## config.mk

```make
export PLATFORM = sky130hd
export DESIGN_NAME = d1_l2_req_rr_arbiter
export DESIGN_NICKNAME = d
export VERILOG_FILES = /design/src/rtl/d1_l2_req_rr_arbiter.sv
export SDC_FILE = /design/constraint.sdc
export NUM_CORES = 1
export LEC_CHECK = 0
export ABC_AREA = 0
export CORE_AREA = 4 4 41 43
export CTS_BUF_LIST = sky130_fd_sc_hd__clkbuf_8
export CTS_CLUSTER_SIZE = 25
export DETAILED_ROUTE_END_ITERATION = 6
export DIE_AREA = 0 0 45 47
export PLACE_DENSITY = 0.82
export SYNTH_ARGS = -nofsm -noshare
export SYNTH_HDL_FRONTEND = slang
export SYNTH_SLANG_ARGS = --single-unit
```

## constraint.sdc

```tcl
create_clock -name clk_i -period 2.1 [get_ports clk_i]
set_clock_uncertainty 0.05 [all_clocks]
set_input_delay 0.42 -clock clk_i [delete_from_list [all_inputs] [get_ports clk_i]]
set_output_delay 0.42 -clock clk_i [all_outputs]
set_load 0.01 [all_outputs]
```

## src/rtl/d1_l2_req_rr_arbiter.sv

```systemverilog
// N-way arbiter for the D1 -> L2 request channel: round-robin with urgency hints,
// per-requester blocking and starvation forcing; the grant is locked until handshake.
module d1_l2_req_rr_arbiter #(
  parameter  int N_REQ    = 2,
  parameter  int MAX_WAIT = 15,
  localparam int IDX_W    = $clog2(N_REQ),
  localparam int WAIT_W   = $clog2(MAX_WAIT + 1)
) (
  input  logic             clk_i,
  input  logic             rst_n_i,
  input  logic [N_REQ-1:0] req_valid_i,
  input  logic [N_REQ-1:0] req_block_i,
  input  logic [N_REQ-1:0] req_prio_i,
  input  logic             l2c_req_rdy_i,
  output logic [N_REQ-1:0] grant_o,
  output logic [IDX_W-1:0] winner_idx_o,
  output logic             l2c_valid_o,
  output logic [N_REQ-1:0] transaction_ok_o,
  output logic [N_REQ-1:0] starve_o
);

  // state    | meaning
  // ST_IDLE  | no grant held; arbitrate over eligible requesters
  // ST_GRANT | r_win owns the L2 channel until handshake or withdrawal
  typedef enum logic {
    ST_IDLE  = 1'b0,
    ST_GRANT = 1'b1
  } state_t;

  state_t           r_state;
  state_t           w_state_nxt;
  logic [IDX_W-1:0] r_win;
  logic [IDX_W-1:0] w_win_nxt;
  logic [IDX_W-1:0] r_rr;
  logic [IDX_W-1:0] w_rr_nxt;
  logic [WAIT_W-1:0] r_wait [N_REQ];

  logic [N_REQ-1:0] w_elig;
  logic [N_REQ-1:0] w_starve;
  logic [N_REQ-1:0] w_cur_oh;
  logic [N_REQ-1:0] w_elig_rearb;
  logic [IDX_W-1:0] w_rr_after;
  logic             w_l2_valid;
  logic             w_hs;
  logic             w_withdraw;

  // Starving requesters win outright (lowest index), else round-robin over the
  // urgent subset if any, else round-robin over everything eligible.
  function automatic logic [IDX_W-1:0] f_select(
    input logic [N_REQ-1:0] elig,
    input logic [N_REQ-1:0] starve,
    input logic [N_REQ-1:0] prio,
    input logic [IDX_W-1:0] ptr
  );
    logic [N_REQ-1:0] starving;
    logic [N_REQ-1:0] urgent;
    logic [N_REQ-1:0] pool;
    logic [IDX_W-1:0] res;
    logic             found;
    starving = elig & starve;
    urgent   = elig & prio;
    pool     = (|urgent) ? urgent : elig;
    res      = '0;
    found    = 1'b0;
    if (|starving) begin
      for (int i = 0; i < N_REQ; i++) begin
        if (!found && starving[i]) begin
          res   = IDX_W'(i);
          found = 1'b1;
        end
      end
    end else begin
      for (int i = 0; i < N_REQ; i++) begin
        if (!found && pool[i] && (i >= int'(ptr))) begin
          res   = IDX_W'(i);
          found = 1'b1;
        end
      end
      for (int i = 0; i < N_REQ; i++) begin
        if (!found && pool[i]) begin
          res   = IDX_W'(i);
          found = 1'b1;
        end
      end
    end
    return res;
  endfunction

  always_comb begin
    w_elig = req_valid_i & ~req_block_i;
    for (int i = 0; i < N_REQ; i++) begin
      w_starve[i] = (r_wait[i] == WAIT_W'(MAX_WAIT));
      w_cur_oh[i] = (r_win == IDX_W'(i));
    end
    w_elig_rearb = w_elig & ~w_cur_oh;
    w_l2_valid   = (r_state == ST_GRANT) && |(w_cur_oh & w_elig);
    w_hs         = w_l2_valid && l2c_req_rdy_i;
    w_withdraw   = (r_state == ST_GRANT) && !(|(w_cur_oh & req_valid_i));
    w_rr_after   = (r_win == IDX_W'(N_REQ - 1)) ? '0 : r_win + 1'b1;
  end

  always_ff @(posedge clk_i or negedge rst_n_i) begin
    if (!rst_n_i) begin
      r_state <= ST_IDLE;
      r_win   <= '0;
      r_rr    <= '0;
    end else begin
      r_state <= w_state_nxt;
      r_win   <= w_win_nxt;
      r_rr    <= w_rr_nxt;
    end
  end

  always_comb begin
    w_state_nxt = r_state;
    w_win_nxt   = r_win;
    w_rr_nxt    = r_rr;
    case (r_state)
      ST_IDLE: begin
        if (|w_elig) begin
          w_state_nxt = ST_GRANT;
          w_win_nxt   = f_select(w_elig, w_starve, req_prio_i, r_rr);
        end
      end
      ST_GRANT: begin
        if (w_hs) begin
          w_rr_nxt = w_rr_after;
          // Re-arbitrate with the advanced pointer so transfers can go back to back.
          if (|w_elig_rearb) begin
            w_win_nxt = f_select(w_elig_rearb, w_starve, req_prio_i, w_rr_after);
          end else begin
            w_state_nxt = ST_IDLE;
            w_win_nxt   = '0;
          end
        end else if (w_withdraw) begin
          w_state_nxt = ST_IDLE;
          w_win_nxt   = '0;
        end
      end
      default: begin
        w_state_nxt = ST_IDLE;
        w_win_nxt   = '0;
      end
    endcase
  end

  // Blocked cycles still count as waiting; only a handshake or dropping valid clears.
  always_ff @(posedge clk_i or negedge rst_n_i) begin
    if (!rst_n_i) begin
      for (int i = 0; i < N_REQ; i++) begin
        r_wait[i] <= '0;
      end
    end else begin
      for (int i = 0; i < N_REQ; i++) begin
        if (!req_valid_i[i] || (w_hs && w_cur_oh[i])) begin
          r_wait[i] <= '0;
        end else if (r_wait[i] != WAIT_W'(MAX_WAIT)) begin
          r_wait[i] <= r_wait[i] + 1'b1;
        end
      end
    end
  end

  always_comb begin
    grant_o          = '0;
    winner_idx_o     = '0;
    l2c_valid_o      = 1'b0;
    transaction_ok_o = '0;
    starve_o         = w_starve;
    if (r_state == ST_GRANT) begin
      grant_o      = w_cur_oh;
      winner_idx_o = r_win;
      l2c_valid_o  = w_l2_valid;
      if (w_hs) begin
        transaction_ok_o = w_cur_oh;
      end
    end
  end

endmodule

```

* Yosys cells after proc, flatten, opt, wreduce, memory -nomap -nowiden
Cells that the tools add are included.
** Word-level totals
- Register bits :: 11
- Latch bits :: 0
- RAM bits :: 0
- Bits in read-only memories :: 0
- Output and inout port bits :: 8
- Memories kept :: 0
** Cells by class
- Add/subtract/negate cells :: 3
- $mul :: 0
- Divide/modulo/power cells :: 0
- $lt $le $gt $ge :: 2
- Equality and inequality tests :: 6
- Shift-type cells :: 0
- Multiplexer cells :: 68
- Bitwise operators :: 12
- Reduce and logical (&&, ||, !) cells :: 40
** Operators by type and width (number)
- 1-bit two-way mux :: 57
- 2-bit AND :: 8
- 4-bit two-way mux :: 4
- 2-bit OR reduction :: 8
- 1-bit logical AND :: 15
- 1-bit logical NOT :: 11
- 2-bit two-way mux :: 5
- 4-bit by 1-bit adder with 4-bit output (second input constant) :: 2
- 4-bit == test (second input constant) :: 2
- 4-bit != test (second input constant) :: 2
- 2-bit inverter :: 2
- 1-bit one-hot mux with 2 select lines :: 2
- 2-bit AND reduction :: 2
- 2-bit nonzero test :: 2
- 3-bit by 1-bit != test with 1-bit output (second input constant) :: 1
- 1-bit >= comparator (first input constant) :: 2
- 1-bit logical OR :: 2
- 2-bit != test (second input constant) :: 1
- 1-bit inverter :: 2
- 1-bit adder (second input constant) :: 1

* Logic depth before layout (Yosys ltp)
Gate-level depths: netlist of the first run.
- Depth in word-level cells :: 33
- Gate-level depth with buffers :: 6
- Depth with buffers taken out :: 5

* Worst setup path before layout of the first run
No wires, ideal clock.
- Kind :: reg2out
- From :: register r_wait[4] (netlist name)
- To :: output starve_o[0]
- Arrival :: 0.944 ns
- Required time :: 1.630 ns
- Setup slack :: 0.686 ns
- Stages on the path, launching flop included :: 4
- Path through :: dfrtp_1 ha_1 and3_1 buf_2
** On the way
- Cells in the longest elaborated chain, start to end :: 1
** Ends and longest elaborated chain
- start: declaration :: line 36 : logic [WAIT_W-1:0] r_wait [N_REQ];
- start signal: indexed assignment :: line 158 : r_wait[i] <= r_wait[i] + 1'b1;
- 4-bit == test :: line 92 : w_starve[i] = (r_wait[i] == WAIT_W'(MAX_WAIT));
- end: declaration :: line 19 : output logic [N_REQ-1:0] starve_o
No other way between the ends.

* Final worst setup path of the first run
- From :: register r_wait[0] (netlist name)
- To :: output starve_o[1]
Same word-level chain as after synthesis.

==> metrics.txt, run 1 <==
worst-skew pair later-pin latency=0.23 ns; Die Span Y=47 um; RePlAce Congestion=0.8453; PD cells=851.2 nW/um2; area share of the leading cell type in the synthesized netlist=0.4104; vias in the first global route=631; Reg-to-Reg End=r_win; post-layout minimum cycle time=2.052 ns; ant diodes=0; share of cells above drive strength 1=0.1944; Critical Path Slowest Stage Cell=clkdlybuf4s50_1; Area growth, synth to finish=45.34%; crit-path cells=ha_2, and3_2, clkdlybuf4s50_1; Setup WS pre-CTS=-0.2281 ns; Avg WL per Cell=13.36 um; multi-input logic area=382.9 um2; Final Hold Viols=0; startpoint types=flop; I/O pin total=17; worst-case hold slack=0.4728 ns; routed vias/inst=5.415; DRT Pass-1 Iters=5; worst-margin pin slew=0.5033 ns; met3 WL post-DR=108 um; Die Area=2115 um2; crit share post-route=0.9772; Crit Path Max Fanout=4; sequential-to-total area share from yosys stat=0.4104; Achievable Freq=487.3 MHz; RSZ-0062 raised after global routing=false; largest net degree at the start of global routing=12; Worst Setup End Kind=primary output; Setup WS post-layout=0.04797 ns; Rel. slew slack=0.6634; Remaining DRCs=0; first-pass GRT wire length=2.677 mm; final net count=120; status=finished clean; port bufs=16; Power Total=0.8297 mW; Hold Crit Class=in -> async; GR Util All Layers=0.1757; Yosys warnings=0; post-route antenna net violation count=0; Seq cells post-synth=11; kind of critical path=reg -> out; CP Buf/Inv Count=1; HPWL after DPL=1.166 mm; cell taking the most area after synthesis=dfrtp_1; R2R setup slack=0.65 ns; CP required=1.63 ns; Hold-fix buffers, CTS=0; initial antenna violation count=0; Netlist cell types=26; Avg Synthesized Cell Area=8.280 um2; starting density of the core=0.5154; worst r2r src=r_wait[4]; total routed wirelength=1.643 mm; die width=45 um; CTS tree=yes; CTS Buf Count=3; crit path DAT=1.58 ns; Fill cells=99; post-synthesis cell area=670.6 um2; Post-DP Area=890.9 um2; Met1 Routed Length=686 um; Root Buffer=clkbuf_8; clock sink total=11; Site Rows=13; family with the most delay on the worst path=buffers and inverters; r2r worst-path depth=6; Post-Layout Inst Area=974.7 um2; clk slew on worst S/H paths=0.05 ns; Final Max Slew Viols=0; met2 wire length=839 um; First DRT Iteration DRCs=22; htree depth=1; max_cap viols=0; core area=1301 um2; final setup violation count=0; DR vias=666; clk buf depth=2; max incr delay on CP=0.55 ns; Mapped Cells=81; VDD IR-drop max=599.4 uV; Post-Syn Nets=92; register area=275.3 um2; leakage power=0.4677 nW; top cells by area, synth=dfrtp_1 41%, nor2_1 7.8%, nand2_1 3.9%; gr ovfl total=0; max layer used=met4
## what timing repair did
action / CTS / global route
gates resized for setup: 5 / 4
setup endpoints to repair: 4 / 2
buffers inserted: 2 / 1
hold endpoints to repair: 0 / 0
## metal layers
layer | up-vias | GRT usage
met5 | - | 0
met4 | 0 | 0.04678
met3 | 2 | 0.05364
met2 | 18 | 0.3136
met1 | 311 | 0.2042
li1 | 335 | -
## sequential cells by signal, indices dropped and copies added (netlist names)
| register | flops |
|---|---|
| r_rr | 1 |
| r_win | 1 |
| r_state | 1 |
| r_wait | 8 |
## metrics by stage
step,instances,utilization,TNS [ns]
after floorplan,81,-,0
after global placement,116,0.6846,-0.3283
after detailed placement,116,0.6846,-0.3753
after CTS,122,0.7308,0
after global routing,123,0.7490,0
final,123,0.7490,0
## layout by cell type, fill, tap and decap left out, drive strengths merged, types with 2 or more instances in the layout
cell           Yosys  layout
nand2b             4       4
o21ai              7       7
dfrtp             11      11
mux2i              2       2
nand2              7       7
a21oi              4       4
and3               2       2
inv                1       2
nor2b              3       3
and2               2       2
ha                 2       2
nor3               4       4
clkbuf             2       3
nor2              14      14
a31oi              4       4
xor2               2       2
clkdlybuf4s50      0      12
nand3              2       2
dlygate4sd2        0       3
buf                3      12
## cells in the mapped netlist (all sizes together)
cell,n
a211oi,1
a21oi,4
a311o,1
a31oi,4
and2,2
and3,2
buf,3
clkbuf,2
dfrtp,11
ha,2
inv,1
mux2i,2
nand2,7
nand2b,4
nand3,2
nand3b,1
nor2,14
nor2b,3
nor3,4
nor3b,1
o21ai,7
o31ai,1
xor2,2
## how the worst max path moves through the flow
stage	startpoint	depth (start not counted)	to	slack [ns]
5_1_grt	r_wait[0]	3	starve_o[1]	0.007
6_report	r_wait[0]	3	starve_o[1]	0.05
3_5_place_dp	req_block_i[0]	5	l2c_valid_o	-0.23
3_3_place_gp	req_block_i[0]	5	l2c_valid_o	-0.18
4_1_cts	r_wait[4]	3	starve_o[0]	0.04
2_1_floorplan	r_wait[4]	3	starve_o[0]	0.69
## cells by family after synthesis
logic type,after synthesis,share of synthesized area
compound gates,18,0.1642
xor+xnor,2,0.02612
fa+ha+maj,2,0.03731
buf+inv,6,0.04476
flops,11,0.4104
mux,2,0.02985
simple gates,40,0.2873
## worst register-to-register path, stage by stage (launching register included)
cell and delay (ns):
dfrtp_1 0.42, ha_2 0.22, and3_1 0.20, buf_4 0.15
nor2_1 0.10, o21ai_0 0.10, a21oi_1 0.14
## report_power, final
group	switching, mW	internal, mW	leakage (nW)
registers	0.0656	0.251	0.140
logic	0.139	0.170	0.301
clock network	0.0758	0.128	0.0269
total	0.281	0.549	0.468
## final cells by class
| cell class | instances | share of cell area |
|---|---|---|
| clock buffers | 3 | 0.04236 |
| clock inverters | 1 | 0.003851 |
| inverters | 1 | 0.003851 |
| multi-input cells | 64 | 0.3928 |
| flip-flops and latches | 11 | 0.2824 |
| well taps | 15 | 0.01926 |
| repair buffers | 28 | 0.2555 |
Note: power is estimated with default switching activity, not from simulation.
==> inputs of run 2 (changes only) <==
Settings changed: CTS_CLUSTER_SIZE 25 to 30, GPL_ROUTABILITY_DRIVEN set to 0, GPL_TIMING_DRIVEN set to 1.
==> results of run 2 <==
No change in the layout: final DEF, timing and power equal those of run 1.
==> inputs of run 3 (changes only) <==
Settings changed: RECOVER_POWER set to 50.
==> metrics.txt, run 3 (synthesis gave the netlist of run 1 again) <==
commonest non-fill, non-tap cells in the layout=14 x nor2_1, 12 x buf_4, 11 x clkdlybuf4s50_1, 11 x dfrtp_1, 7 x nand2_1; CTS Buf Count=3; DRT Pass-1 Iters=4; leakage power=0.4703 nW; port bufs=16; R2R setup slack=0.60 ns; I/O pin total=17; r2r worst-path depth=6; worst-skew pair later-pin latency=0.24 ns; largest net degree at the start of global routing=12; CP startpoint=r_wait[0]; worst r2r src=r_wait[4]; status=finished clean; Hold EP=r_wait[7]; kind of critical path=reg -> out; htree depth=1; routed vias/inst=5.382; total routed wirelength=1.655 mm; core area=1301 um2; min-delay src=r_wait[7]; Avg WL per Cell=13.46 um; max reg flops=8; Hold-fix buffers, CTS=0; DR vias=662; Hold Crit Class=reg -> reg; Area growth, synth to finish=44.96%; final setup violation count=0; Fill cells=99; Site Rows=13; starting density of the core=0.5154; Power Total=0.8284 mW; Final Max Slew Viols=0; Final Hold Viols=0; Reg-to-Reg End=r_win; max incr delay on CP=0.55 ns; Critical Path Slowest Stage Cell=clkdlybuf4s50_1; startpoint types=flop; crit share post-route=0.9775; hold path cells=1; max_cap viols=0; clock sink total=11; Biggest register=r_wait; final net count=120; die width=45 um; Achievable Freq=487.2 MHz; clk slew on worst S/H paths=0.05 ns; max layer used=met4; GR Util All Layers=0.1757; CTS tree=yes; vias in the first global route=631; gr ovfl total=0; RSZ-0062 raised after global routing=false; Die Span Y=47 um; Remaining DRCs=0; First DRT Iteration DRCs=22; met2 wire length=857 um; PD cells=852.1 nW/um2; most common cell after layout, fill and taps aside=nor2_1; CP required=1.63 ns; Die Area=2115 um2; VDD IR-drop max=588.1 uV; met3 WL post-DR=95 um; Post-Layout Inst Area=972.2 um2; crit-path cells=ha_2, and3_2, clkdlybuf4s50_1; Root Buffer=clkbuf_8; share of cells above drive strength 1=0.1852; worst-margin pin slew=0.5031 ns; Worst Setup End Kind=primary output; post-layout minimum cycle time=2.053 ns; Post-DP Area=890.9 um2; crit path DAT=1.58 ns; first-pass GRT wire length=2.677 mm; Crit Path Max Fanout=4; initial antenna violation count=0; HPWL after DPL=1.166 mm; Met1 Routed Length=694 um; post-route antenna net violation count=0; clk buf depth=2; Rel. slew slack=0.6635; ant diodes=0
run 3: area by class of cell:
cell class                 instances  area (um2)  share of cell area
clock buffer                       3       41.29             0.04247
clock inverter                     1       3.754            0.003861
inverter                           1       3.754            0.003861
multi-input combinational         64       380.4              0.3912
sequential                        11       275.3              0.2831
tap                               15       18.77             0.01931
timing repair buffer              28       249.0              0.2561
run 3: repair_timing:
action                     4_1_cts  5_1_grt
setup endpoints to repair        4        2
gates resized for setup          5        4
buffers inserted                 2        1
cloned                           0        0
run 3: worst max-delay path by stage:
stage	end	cells after the start	slack, ns
detailed placement	l2c_valid_o	5	-0.23
global route	starve_o[1]	3	0.007
CTS	starve_o[0]	3	0.04
floorplan	starve_o[0]	3	0.69
global placement	l2c_valid_o	5	-0.18
finish	starve_o[1]	3	0.05
run 3: through the flow:
| step | setup slack [ns] | util | setup TNS, ns | cells | hold slack (ns) |
|---|---|---|---|---|---|
| finish | 0.04735 | 0.7471 | 0 | 123 | 0.4770 |
| global route | 0.007053 | 0.7471 | 0 | 123 | 0.4874 |
| detailed placement | -0.2281 | 0.6846 | -0.3753 | 116 | 0.4674 |
| CTS | 0.03700 | 0.7308 | 0 | 122 | 0.4750 |
| global placement | -0.1820 | 0.6846 | -0.3283 | 116 | 0.4367 |
| floorplan | 0.6864 | - | 0 | 81 | 0.07441 |
run 3: power by group:
group,switching [mW],internal [mW]
clock,0.0763,0.128
sequential,0.0652,0.251
combinational,0.139,0.169
run 3: routing by layer:
| layer | global-route usage | vias to the layer above |
|---|---|---|
| met1 | 0.2042 | 309 |
| met2 | 0.3136 | 17 |
| met3 | 0.05364 | 2 |
| met4 | 0.04678 | 0 |
| li1 | - | 334 |
| met5 | 0 | - |
run 3: worst max-delay path, delay by kind of cell (launching register included):
kind	cells	cell delay [ns]
AND/OR/NAND/NOR	1	0.23
adder cells (fa/ha/maj)	1	0.21
flip-flops	1	0.36
buffers and inverters	1	0.55
==> RTL change: new RTL, settings of run 1 <==
Reset style: synchronous (`rst_n_i`), changed in 2 clocked blocks.
--- a/src/rtl/d1_l2_req_rr_arbiter.sv
+++ b/src/rtl/d1_l2_req_rr_arbiter.sv
@@ -100,5 +100,5 @@
   end
 
-  always_ff @(posedge clk_i or negedge rst_n_i) begin
+  always_ff @(posedge clk_i) begin
     if (!rst_n_i) begin
       r_state <= ST_IDLE;
@@ -146,5 +146,5 @@
 
   // Blocked cycles still count as waiting; only a handshake or dropping valid clears.
-  always_ff @(posedge clk_i or negedge rst_n_i) begin
+  always_ff @(posedge clk_i) begin
     if (!rst_n_i) begin
       for (int i = 0; i < N_REQ; i++) begin
Check against the original RTL: differs if rst_n_i is asserted again (counterexample within 4 cycles, from zero or initial values and one cycle with rst_n_i low); with rst_n_i held inactive, the same outputs for 10 cycles.
==> RTL change against run 1 <==
Routed wire length up 0.12%; critical path type unchanged; largest cell class unchanged; worst setup slack better by 0.029 ns; die area unchanged; sequential cell count unchanged; hold slack better by 0.031 ns; critical endpoint unchanged; cell area down 2.2%; utilization down 1.6 points; area after synthesis up 4.3%; count of clock-buffer cells in the layout unchanged; highest routed layer unchanged.
Power is not compared: it rests on default switching activity, and its combinational part moved more than twofold at a synthesized area within 25%.
==> RTL change: results (changes against run 1) <==
dr.first_iter.drc_count: 9  # was 22
final_nets: 107  # was 120
r2r_start: "r_win"  # was r_wait[4]
grt_max_degree: 10  # was 12
use_met2: 0.291  # was 0.314
rr_worst_depth: 3  # was 6
avgSynthCellArea_um2: 9.71  # was 8.28 um^2
post_dp_cell_area_um2: 910  # was 891 um^2
async_flop_share: 0  # was 1.00
ys_top_cells_by_count: "nor2_1, edfxtp_1, inv_1, nand2_1"  # was nor2_1, dfrtp_1, nand2_1
vias: 629  # was 666
vias_per_cell: 5.72  # was 5.41
gp_congestion: 0.819  # was 0.845
fin_hold_ws_ns: 0.503  # was 0.473 ns
cts_setup_buffers: 0  # was 2
multiInputGateArea_um2: 370  # was 383 um^2
post-place-ws_ns: -0.479  # was -0.228 ns
power_mw: 0.538
synth.net_count: 83  # was 92
met3_usage: 0.0460  # was 0.0536
cts_resized: 10  # was 5
grt_pass1_vias: 661  # was 631
reg2reg_to: "r_wait[1][0]"  # was r_win
synth_edf_count: 8  # was 0
met3_length_um: 128  # was 108 um
drt-pass1-iter-count: 6  # was 5
min-delay-path-class: "reg -> reg"  # was in -> async
ff2ff_setup_slack_ns: 0.59  # was 0.65 ns
outcome: "finished, final reports clean"  # unchanged
## RTL change: cell types whose count changed in the layout (fill, tap and decap cells not counted), sizes merged, moves of 3 or more
cell / before / now
o2111ai: 0 / 3
dfrtp: 11 / 0
nand2: 7 / 4
dfxtp: 0 / 3
a31oi: 4 / 1
nor2: 14 / 10
o21ai: 7 / 0
edfxtp: 0 / 8
dlygate4sd2: 3 / 6
clkdlybuf4s50: 12 / 8
buf: 12 / 8
## RTL change: cell families after synthesis
| logic type | Yosys count | share of synthesized area |
|---|---|---|
| AOI/OAI and AO/OA | 11 | 0.113 |
| xor gates and xnor gates | 4 | 0.0501 |
| adders and majority gates | 3 | 0.0501 |
| buffers and inverters | 8 | 0.0519 |
| DFF | 11 | 0.429 |
| muxes | 2 | 0.0376 |
| and+or+nand+nor | 33 | 0.268 |
## RTL change: worst reg2reg max path: stages, from the launching register on
cell and delay (ns):
dfxtp_1 0.37, buf_4 0.17, nand2_1 0.12, o2111ai_1 0.44
## RTL change: worst max path at each step
stage / cells after the start / slack (ns) / to / from
finish: 3 / 0.08 / starve_o[1] / r_wait[1][0]
global route: 3 / 0.007 / winner_idx_o / r_state
CTS: 3 / 0.007 / starve_o[0] / r_wait[0][0]
detailed placement: 6 / -0.48 / transaction_ok_o[0] / req_block_i[0]
global placement: 6 / -0.47 / transaction_ok_o[0] / req_block_i[0]
floorplan: 4 / 0.46 / transaction_ok_o[0] / req_valid_i[0]
## RTL change: layout make-up
class                           instances  share of cell area
Clock inverter                          1             0.00525
Inverter                                4              0.0157
Multi-Input combinational cell         53               0.388
Tap cell                               15              0.0197
Sequential cell                        11               0.315
Timing Repair Buffer                   23               0.213
Clock buffer                            3              0.0433
